`config.mk`:
```
export PLATFORM = sky130hd
export DESIGN_NAME = pwm_capture
export DESIGN_NICKNAME = d
export VERILOG_FILES = /design/src/rtl/pwm_capture.sv
export SDC_FILE = /design/constraint.sdc
export NUM_CORES = 1
export LEC_CHECK = 0
export BUFFER_PORTS_ARGS = -buffer_cell sky130_fd_sc_hd__buf_2
export CAP_MARGIN = 20
export CELL_PAD_IN_SITES_DETAIL_PLACEMENT = 1
export CELL_PAD_IN_SITES_GLOBAL_PLACEMENT = 1
export CORE_MARGIN = 2
export CORE_UTILIZATION = 43
export DETAILED_ROUTE_END_ITERATION = 10
export HOLD_SLACK_MARGIN = 0.15
export PLACE_DENSITY_LB_ADDON = 0.1
export SLEW_MARGIN = 0
export SYNTH_ARGS = -nofsm -noshare
export SYNTH_HDL_FRONTEND = slang
export SYNTH_SLANG_ARGS = --single-unit
```
`constraint.sdc`:
```
create_clock -name clk -period 2.3 [get_ports clk]
set_input_delay 0.23 -clock clk [delete_from_list [all_inputs] [get_ports clk]]
set_output_delay 0.23 -clock clk [all_outputs]
set_load 0.01 [all_outputs]
```
`src/rtl/pwm_capture.sv`:
```
// pwm_capture: measures period and high time of a PWM input in clk cycles.
// Ports: clk, rst_n (async low), in (PWM), clr (sync clear) ->
//   period/high (16b results), valid (1-cycle pulse), ovf (sticky timeout),
//   meas (state is MEAS).
// Build option: define PWM_CAPTURE_SYNC_EN to pass `in` through a
//   two-flop synchronizer (edges and valid arrive 2 cycles later).
module pwm_capture (
    input  logic        clk,
    input  logic        rst_n,
    input  logic        in,
    input  logic        clr,
    output logic [15:0] period,
    output logic [15:0] high,
    output logic        valid,
    output logic        ovf,
    output logic        meas
);

    typedef enum logic {
        IDLE = 1'b0,
        MEAS = 1'b1
    } state_t;

    state_t      state_q;
    logic        s;
    logic        s_q;
    logic [15:0] cnt_q;
    logic [15:0] hcap_q;
    logic [15:0] period_q;
    logic [15:0] high_q;
    logic        valid_q;
    logic        ovf_q;
    logic        meas_q;
    logic        rise;
    logic        fall;

`ifdef PWM_CAPTURE_SYNC_EN
    logic [1:0] sync_q;

    always_ff @(posedge clk or negedge rst_n) begin
        if (!rst_n) begin
            sync_q <= 2'b00;
        end else begin
            sync_q <= {sync_q[0], in};
        end
    end

    assign s = sync_q[1];
`else
    assign s = in;
`endif

    assign rise = s & ~s_q;
    assign fall = ~s & s_q;

    always_ff @(posedge clk or negedge rst_n) begin
        if (!rst_n) begin
            state_q  <= IDLE;
            s_q      <= 1'b0;
            cnt_q    <= 16'd0;
            hcap_q   <= 16'd0;
            period_q <= 16'd0;
            high_q   <= 16'd0;
            valid_q  <= 1'b0;
            ovf_q    <= 1'b0;
            meas_q   <= 1'b0;
        end else begin
            // Edge history keeps tracking even while clr is held, so an
            // edge swallowed by clr is not re-detected afterwards.
            s_q     <= s;
            valid_q <= 1'b0;
            if (clr) begin
                state_q  <= IDLE;
                meas_q   <= 1'b0;
                cnt_q    <= 16'd0;
                hcap_q   <= 16'd0;
                period_q <= 16'd0;
                high_q   <= 16'd0;
                ovf_q    <= 1'b0;
            end else begin
                unique case (state_q)
                    IDLE: begin
                        if (rise) begin
                            state_q <= MEAS;
                            meas_q  <= 1'b1;
                            cnt_q   <= 16'd1;
                        end
                    end
                    MEAS: begin
                        if (fall) begin
                            hcap_q <= cnt_q;
                        end
                        // A rise in the timeout cycle still measures.
                        if (rise) begin
                            period_q <= cnt_q;
                            high_q   <= hcap_q;
                            cnt_q    <= 16'd1;
                            valid_q  <= 1'b1;
                        end else if (cnt_q == 16'hFFFF) begin
                            state_q <= IDLE;
                            meas_q  <= 1'b0;
                            ovf_q   <= 1'b1;
                            cnt_q   <= 16'd0;
                        end else begin
                            cnt_q <= cnt_q + 16'd1;
                        end
                    end
                    default: begin
                        state_q <= IDLE;
                        meas_q  <= 1'b0;
                    end
                endcase
            end
        end
    end

    assign period = period_q;
    assign high   = high_q;
    assign valid  = valid_q;
    assign ovf    = ovf_q;
    assign meas   = meas_q;

endmodule

```
==> results of run 1 <==
-- flip-flops by register name, indices dropped and copies added (netlist names) --
register and cells:
period 16, state_q 1, high 16, ovf 1
valid 1, meas 1, cnt_q 16, s_q 1
hcap_q 16
-- cell type report --
class	instances	area [um^2]	area share, %
inverters	3	11.3	0.332
clock buffers	10	138	4.05
repair buffers	56	343	10.1
well taps	77	96.3	2.84
multi-input cells	142	1020	30.0
flip-flops and latches	69	1730	50.8
clock inverters	6	62.6	1.84
-- metal layers --
metal / up-vias / share of wire [%] / GRT usage, %
met2: 45 / 45 / 33.2
li1: 1014 / - / -
met1: 1155 / 50 / 31.8
met3: 9 / 3.3 / 3.66
met4: 0 / 1.3 / 8.23
met5: - / 0 / 0
-- cells by family after synthesis --
kind of cell	after synthesis	share of synthesized area, %
buffers and inverters	28	4.50
adder cells (fa/ha/maj)	1	0.437
XOR/XNOR	3	0.917
flip-flops	69	60.3
AO/OA/AOI/OAI	86	23.7
AND/OR/NAND/NOR	52	10.2
-- stage by stage --
| step | instances | utilization (%) | power [mW] | area (um^2) | worst slack [ps] |
|---|---|---|---|---|---|
| after floorplan | 239 | - | 1.30 | 2870 | 411 |
| final | 363 | 53.2 | 2.33 | 3400 | 258 |
| after global placement | 345 | 49.7 | 1.36 | 3180 | 343 |
| after global routing | 363 | 53.2 | 2.43 | 3400 | 101 |
| after detailed placement | 345 | 49.7 | 1.36 | 3180 | 261 |
| after CTS | 363 | 53.2 | 2.36 | 3400 | 249 |
-- worst max-delay path by stage --
stage,slack [ps],from,endpoint,cells after the start
2_1_floorplan,410,cnt_q[0],cnt_q[1],6
3_3_place_gp,340,cnt_q[1],cnt_q[8],6
3_5_place_dp,260,cnt_q[1],cnt_q[8],6
4_1_cts,250,cnt_q[1],cnt_q[8],6
5_1_grt,100,cnt_q[1],meas,6
6_report,260,cnt_q[1],cnt_q[8],6
-- repair_timing --
action,4_1_cts,5_1_grt
endpoints found under the hold margin,28,0
buffers inserted,0,0
hold buffers,2,0
-- Yosys cell counts (3+ instances only) --
master	number	area [um^2]
nand4_1	3	18.8
o211ai_1	5	37.5
buf_4	3	22.5
a22o_1	48	420
inv_1	3	11.3
dfrtp_1	69	1730
nand3_1	10	50.1
a31oi_1	19	119
a21oi_1	5	25.0
nor3_1	8	40.0
nor4_1	3	18.8
buf_2	4	20.0
and3_1	3	18.8
clkbuf_1	17	63.8
a41oi_1	4	35.0
nor2_1	7	26.3
nand2_1	5	18.8
-- power by group through the flow --
stage / clock network (mW) / registers, mW / logic, mW
after CTS: 1.02 / 1.23 / 0.111
after detailed placement: 0 / 1.25 / 0.108
final: 0.993 / 1.23 / 0.110
after global placement: 0 / 1.25 / 0.107
after global routing: 1.08 / 1.23 / 0.122
after floorplan: 0 / 1.25 / 0.0525
-- critical path, stage by stage, from the launching register on --
cell and delay [ps]:
dfrtp_1 420, ha_1 290, nand4_2 180, or4_1 540, buf_4 210, a41oi_1 210
a31oi_1 50
==> metrics.md, run 1 <==
| Metric | Value |
|---|---|
| Io pins | `39` |
| Initial DRC Count | `113` |
| Die height | `85.6 um` |
| DR vias/cell | `6.12` |
| Fillers | `694` |
| PD cells | `687 nW/um^2` |
| FMAX | `490 MHz` |
| CTS buffer count | `9` |
| First-pass DRT Iterations | `4` |
| Worst IR Drop VDD | `471 uV` |
| Number of flops mapped to enable cells by yosys | `0` |
| Avg Cell Area, Syn | `12.0 um^2` |
| DRT antenna net count | `0` |
| Reg2reg end | `cnt_q[8]` |
| Largest net degree at the start of global routing | `43` |
| Clock sink count | `69` |
| Period Utilization, post-route | `88.8%` |
| Nets@finish | `286` |
| Slew @ Worst Pin | `652 ps` |
| Cts repair resizes | `0` |
| GR Util All Layers | `21.9%` |
| R2R depth | `6` |
| Cell Area, Synth | `2870 um^2` |
| Reg2Reg Launch Point | `cnt_q[1]` |
| Clock power share | `42.6%` |
| Vias in the first global route | `2,210` |
| Register share of total power | `52.7%` |
| RSZ-0062 raised after global routing | `false` |
| Status | `complete, no violations` |
| MaxCap Viol Count | `0` |
| Die ar. | `7330 um^2` |
| Syn. warnings | `0` |
| Ys flop type | `dfrtp_1` |
| Starting Density | `44.9%` |
| CP Capture Type | `register` |
| CTS tree | `built` |
| DRC Markers | `0` |
| Clk buf depth | `2` |
| Switching share of total power | `23.8%` |
| Row Count | `29` |
| Initial antenna violation count | `0` |
| Syn Inst Count | `239` |
| H-tree lvl count | `3` |
| Later-pin clock latency in the skew report | `340 ps` |
| Minimum clock period | `2040 ps` |
| Worst path required time | `2510 ps` |
| CP Max Fanout | `14` |
| Switching pwr | `555 uW` |
| FF+latch count, synth | `69` |
| Max Slew Vio Count | `0` |
| Crit start category | `register` |
| Data arrival, critical path | `2250 ps` |
| N_diodes | `0` |
| Final hold slack | `212 ps` |
| Fraction of layout cells with a size suffix above 1 | `26.6%` |
| GP Congestion | `0.866` |
| Mapped Nets | `244` |
| Worst R2R Setup Slack | `260 ps` |
| Post-synthesis cell type count | `35` |
| Commonest non-fill, non-tap cells in the layout | `dfrtp_1, a22o_1, buf_2, a31oi_1, buf_4` |
| Final setup vio count | `0` |
| Avg WL per Cell | `20.9 um` |
| Lkg Pwr | `1.66 nW` |
| Worst hold stages | `2` |
| Clock-pin slew on the worst setup and hold paths | `70 ps` |
| Sequential share of the synthesized area | `60.3%` |
| Via count | `2,223` |
| Layout area overhead | `18.5%` |
| First-pass GRT wire length | `12,200 um` |
| Worst hold path type | `primary input to register` |
| Routed WL | `7580 um` |
| PortBufs | `38` |
| DPL Wire Length | `4900 um` |
| P_int | `1.78 mW` |
| Endpoint, Worst Hold | `cnt_q[0]` |
| Asr flop ratio synth | `100%` |
| CP Class | `register to register` |
| Core Region | `6390 um^2` |
| Die width | `85.6 um` |
| Max transition margin | `56.5%` |
| Worst hold start | `clr` |
| Final setup TNS | `0 ps` |
| Clock root cell | `clkbuf_8` |
| Most common cell after layout, fill and taps aside | `dfrtp_1` |
| Hold Violations, Final | `0` |
| Combinational share of power | `4.7%` |
| GRT overflow | `0` |
| Final Skew | `8.27 ps` |
Note: power is estimated with default switching activity, not from simulation.
==> run 2: changes to the inputs <==
CORE_UTILIZATION = 45   (was 43)
==> run 2 against run 1 <==
- non-clock buffer count shrank 2
- clock skew about the same
- register-to-register slack got worse by 20 ps
- final cell count shrank 0.55%
- via count fell by 0.76%
- utilization is 0.74 points higher
- fmax fell by 0.96%
- critical path depth unchanged
==> metrics.md, run 2 (same netlist as run 1, synthesis figures left out) <==
| Metric | Value |
|---|---|
| Hold Buf Count CTS | `2` |
| Row Count | `29` |
| First-pass GRT wire length | `12,400 um` |
| Switching pwr | `558 uW` |
| Clock root cell | `clkbuf_8` |
| First-pass DRT Iterations | `4` |
| H-tree lvl count | `3` |
| Core Region | `6240 um^2` |
| PortBufs | `38` |
| Max transition margin | `40.2%` |
| Worst hold start | `clr` |
| CP max-delay cell | `or4_1` |
| Crit start category | `register` |
| Switching share of total power | `25.1%` |
| GRT overflow | `0` |
| Vias in the first global route | `2,244` |
| DRC Markers | `0` |
| Avg WL per Cell | `20.6 um` |
| Combinational share of power | `4.9%` |
| Routed WL | `7450 um` |
| Area after DPL | `3170 um^2` |
| Minimum clock period | `2060 ps` |
| Most common cell after layout, fill and taps aside | `dfrtp_1` |
| Initial antenna violation count | `0` |
| CP Max Fanout | `14` |
| GR Util All Layers | `23.0%` |
| Clk buf depth | `2` |
| GP Congestion | `0.835` |
| Later-pin clock latency in the skew report | `350 ps` |
| Io pins | `39` |
| Die width | `83.8 um` |
| P_int | `1.66 mW` |
| Fraction of layout cells with a size suffix above 1 | `26.1%` |
| Slew @ Worst Pin | `896 ps` |
| Starting Density | `45.9%` |
| Die ar. | `7020 um^2` |
| Data arrival, critical path | `2270 ps` |
| Max Slew Vio Count | `0` |
| Worst hold stages | `2` |
| Lkg Pwr | `1.63 nW` |
| Final setup TNS | `0 ps` |
| Clock-pin slew on the worst setup and hold paths | `80 ps` |
| Reg2reg end | `cnt_q[8]` |
| Reg2Reg Launch Point | `cnt_q[1]` |
| Nets@finish | `284` |
| Final setup vio count | `0` |
| Postcts setup bufs | `0` |
| Clock sink count | `69` |
| Crit path cell chain | `ha_1, nand4_2, or4_1, buf_4, a41oi_1, a31oi_1` |
| Final Skew | `8.47 ps` |
| FMAX | `485 MHz` |
| Endpoint, Worst Hold | `cnt_q[0]` |
| Status | `complete, no violations` |
| PD cells | `661 nW/um^2` |
| Via count | `2,206` |
| CTS buffer count | `9` |
| Clock power share | `39.8%` |
| CP peak stage delay | `540 ps` |
| DPL Wire Length | `4960 um` |
| DR vias/cell | `6.11` |
| Design Area, Final | `3360 um^2` |
| Hold Violations, Final | `0` |
| RSZ-0062 raised after global routing | `false` |
| N_diodes | `0` |
| Layout area overhead | `17.4%` |
| Initial DRC Count | `171` |
| Die height | `83.8 um` |
| Register share of total power | `55.4%` |
| DRT antenna net count | `0` |
| Cts repair resizes | `0` |
| CTS tree | `built` |
| Worst path required time | `2510 ps` |
| CP Capture Type | `register` |
| R2R depth | `6` |
| Commonest non-fill, non-tap cells in the layout | `dfrtp_1, a22o_1, buf_2, a31oi_1, buf_4` |
| Largest net degree at the start of global routing | `33` |
| CP Class | `register to register` |
| Worst hold path type | `primary input to register` |
| MaxCap Viol Count | `0` |
| Worst IR Drop VDD | `451 uV` |
| Period Utilization, post-route | `89.6%` |
| Worst R2R Setup Slack | `240 ps` |
[run 2: through the flow]
stage | utilization, % | hold slack, ps | power, mW | cells | setup WS [ps]
2_1_floorplan | - | -65.6 | 1.30 | 239 | 411
3_3_place_gp | 50.8 | 242 | 1.36 | 343 | 331
3_5_place_dp | 50.8 | 248 | 1.36 | 343 | 262
4_1_cts | 53.9 | 225 | 2.26 | 361 | 244
5_1_grt | 53.9 | 246 | 2.33 | 361 | 80.1
6_report | 53.9 | 229 | 2.22 | 361 | 238
[run 2: worst max-delay path by stage]
stage / start / slack, ps / depth (start not counted) / to
floorplan: cnt_q[0] / 410 / 6 / cnt_q[1]
global placement: cnt_q[1] / 330 / 6 / cnt_q[8]
detailed placement: cnt_q[1] / 260 / 6 / cnt_q[8]
CTS: cnt_q[1] / 240 / 6 / cnt_q[8]
global route: cnt_q[1] / 80 / 6 / cnt_q[8]
finish: cnt_q[1] / 240 / 6 / cnt_q[8]
[run 2: power groups by stage]
stage / combinational, mW / sequential (mW) / clock [mW]
2_1_floorplan: 0.0525 / 1.25 / 0
3_3_place_gp: 0.107 / 1.25 / 0
3_5_place_dp: 0.109 / 1.25 / 0
4_1_cts: 0.112 / 1.23 / 0.918
5_1_grt: 0.123 / 1.23 / 0.973
6_report: 0.109 / 1.23 / 0.884
[run 2: final cells by class]
cell class	instances	area, um^2
inverters	3	11.3
clock inverters	6	38.8
fillers	659	2880
flip-flops and latches	69	1730
well taps	77	96.3
repair buffers	54	328
clock buffers	10	138
multi-input cells	142	1030
[run 2: worst max-delay path: cells and delay by family (launching register included)]
kind,cells,cell delay (ps)
simple gates,2,730
flops,1,440
fa+ha+maj,1,290
compound gates,2,270
buf+inv,1,210
[run 2: routing by layer]
| metal | wire length (um) | share of wire [%] | track usage (%) | vias to the layer above |
|---|---|---|---|---|
| met5 | 0 | 0 | 0 | - |
| met4 | 95 | 1.3 | 6.30 | 0 |
| met3 | 246 | 3.3 | 5.74 | 7 |
| met2 | 3530 | 47 | 35.8 | 42 |
| met1 | 3580 | 48 | 32.3 | 1152 |
| li1 | - | - | - | 1005 |
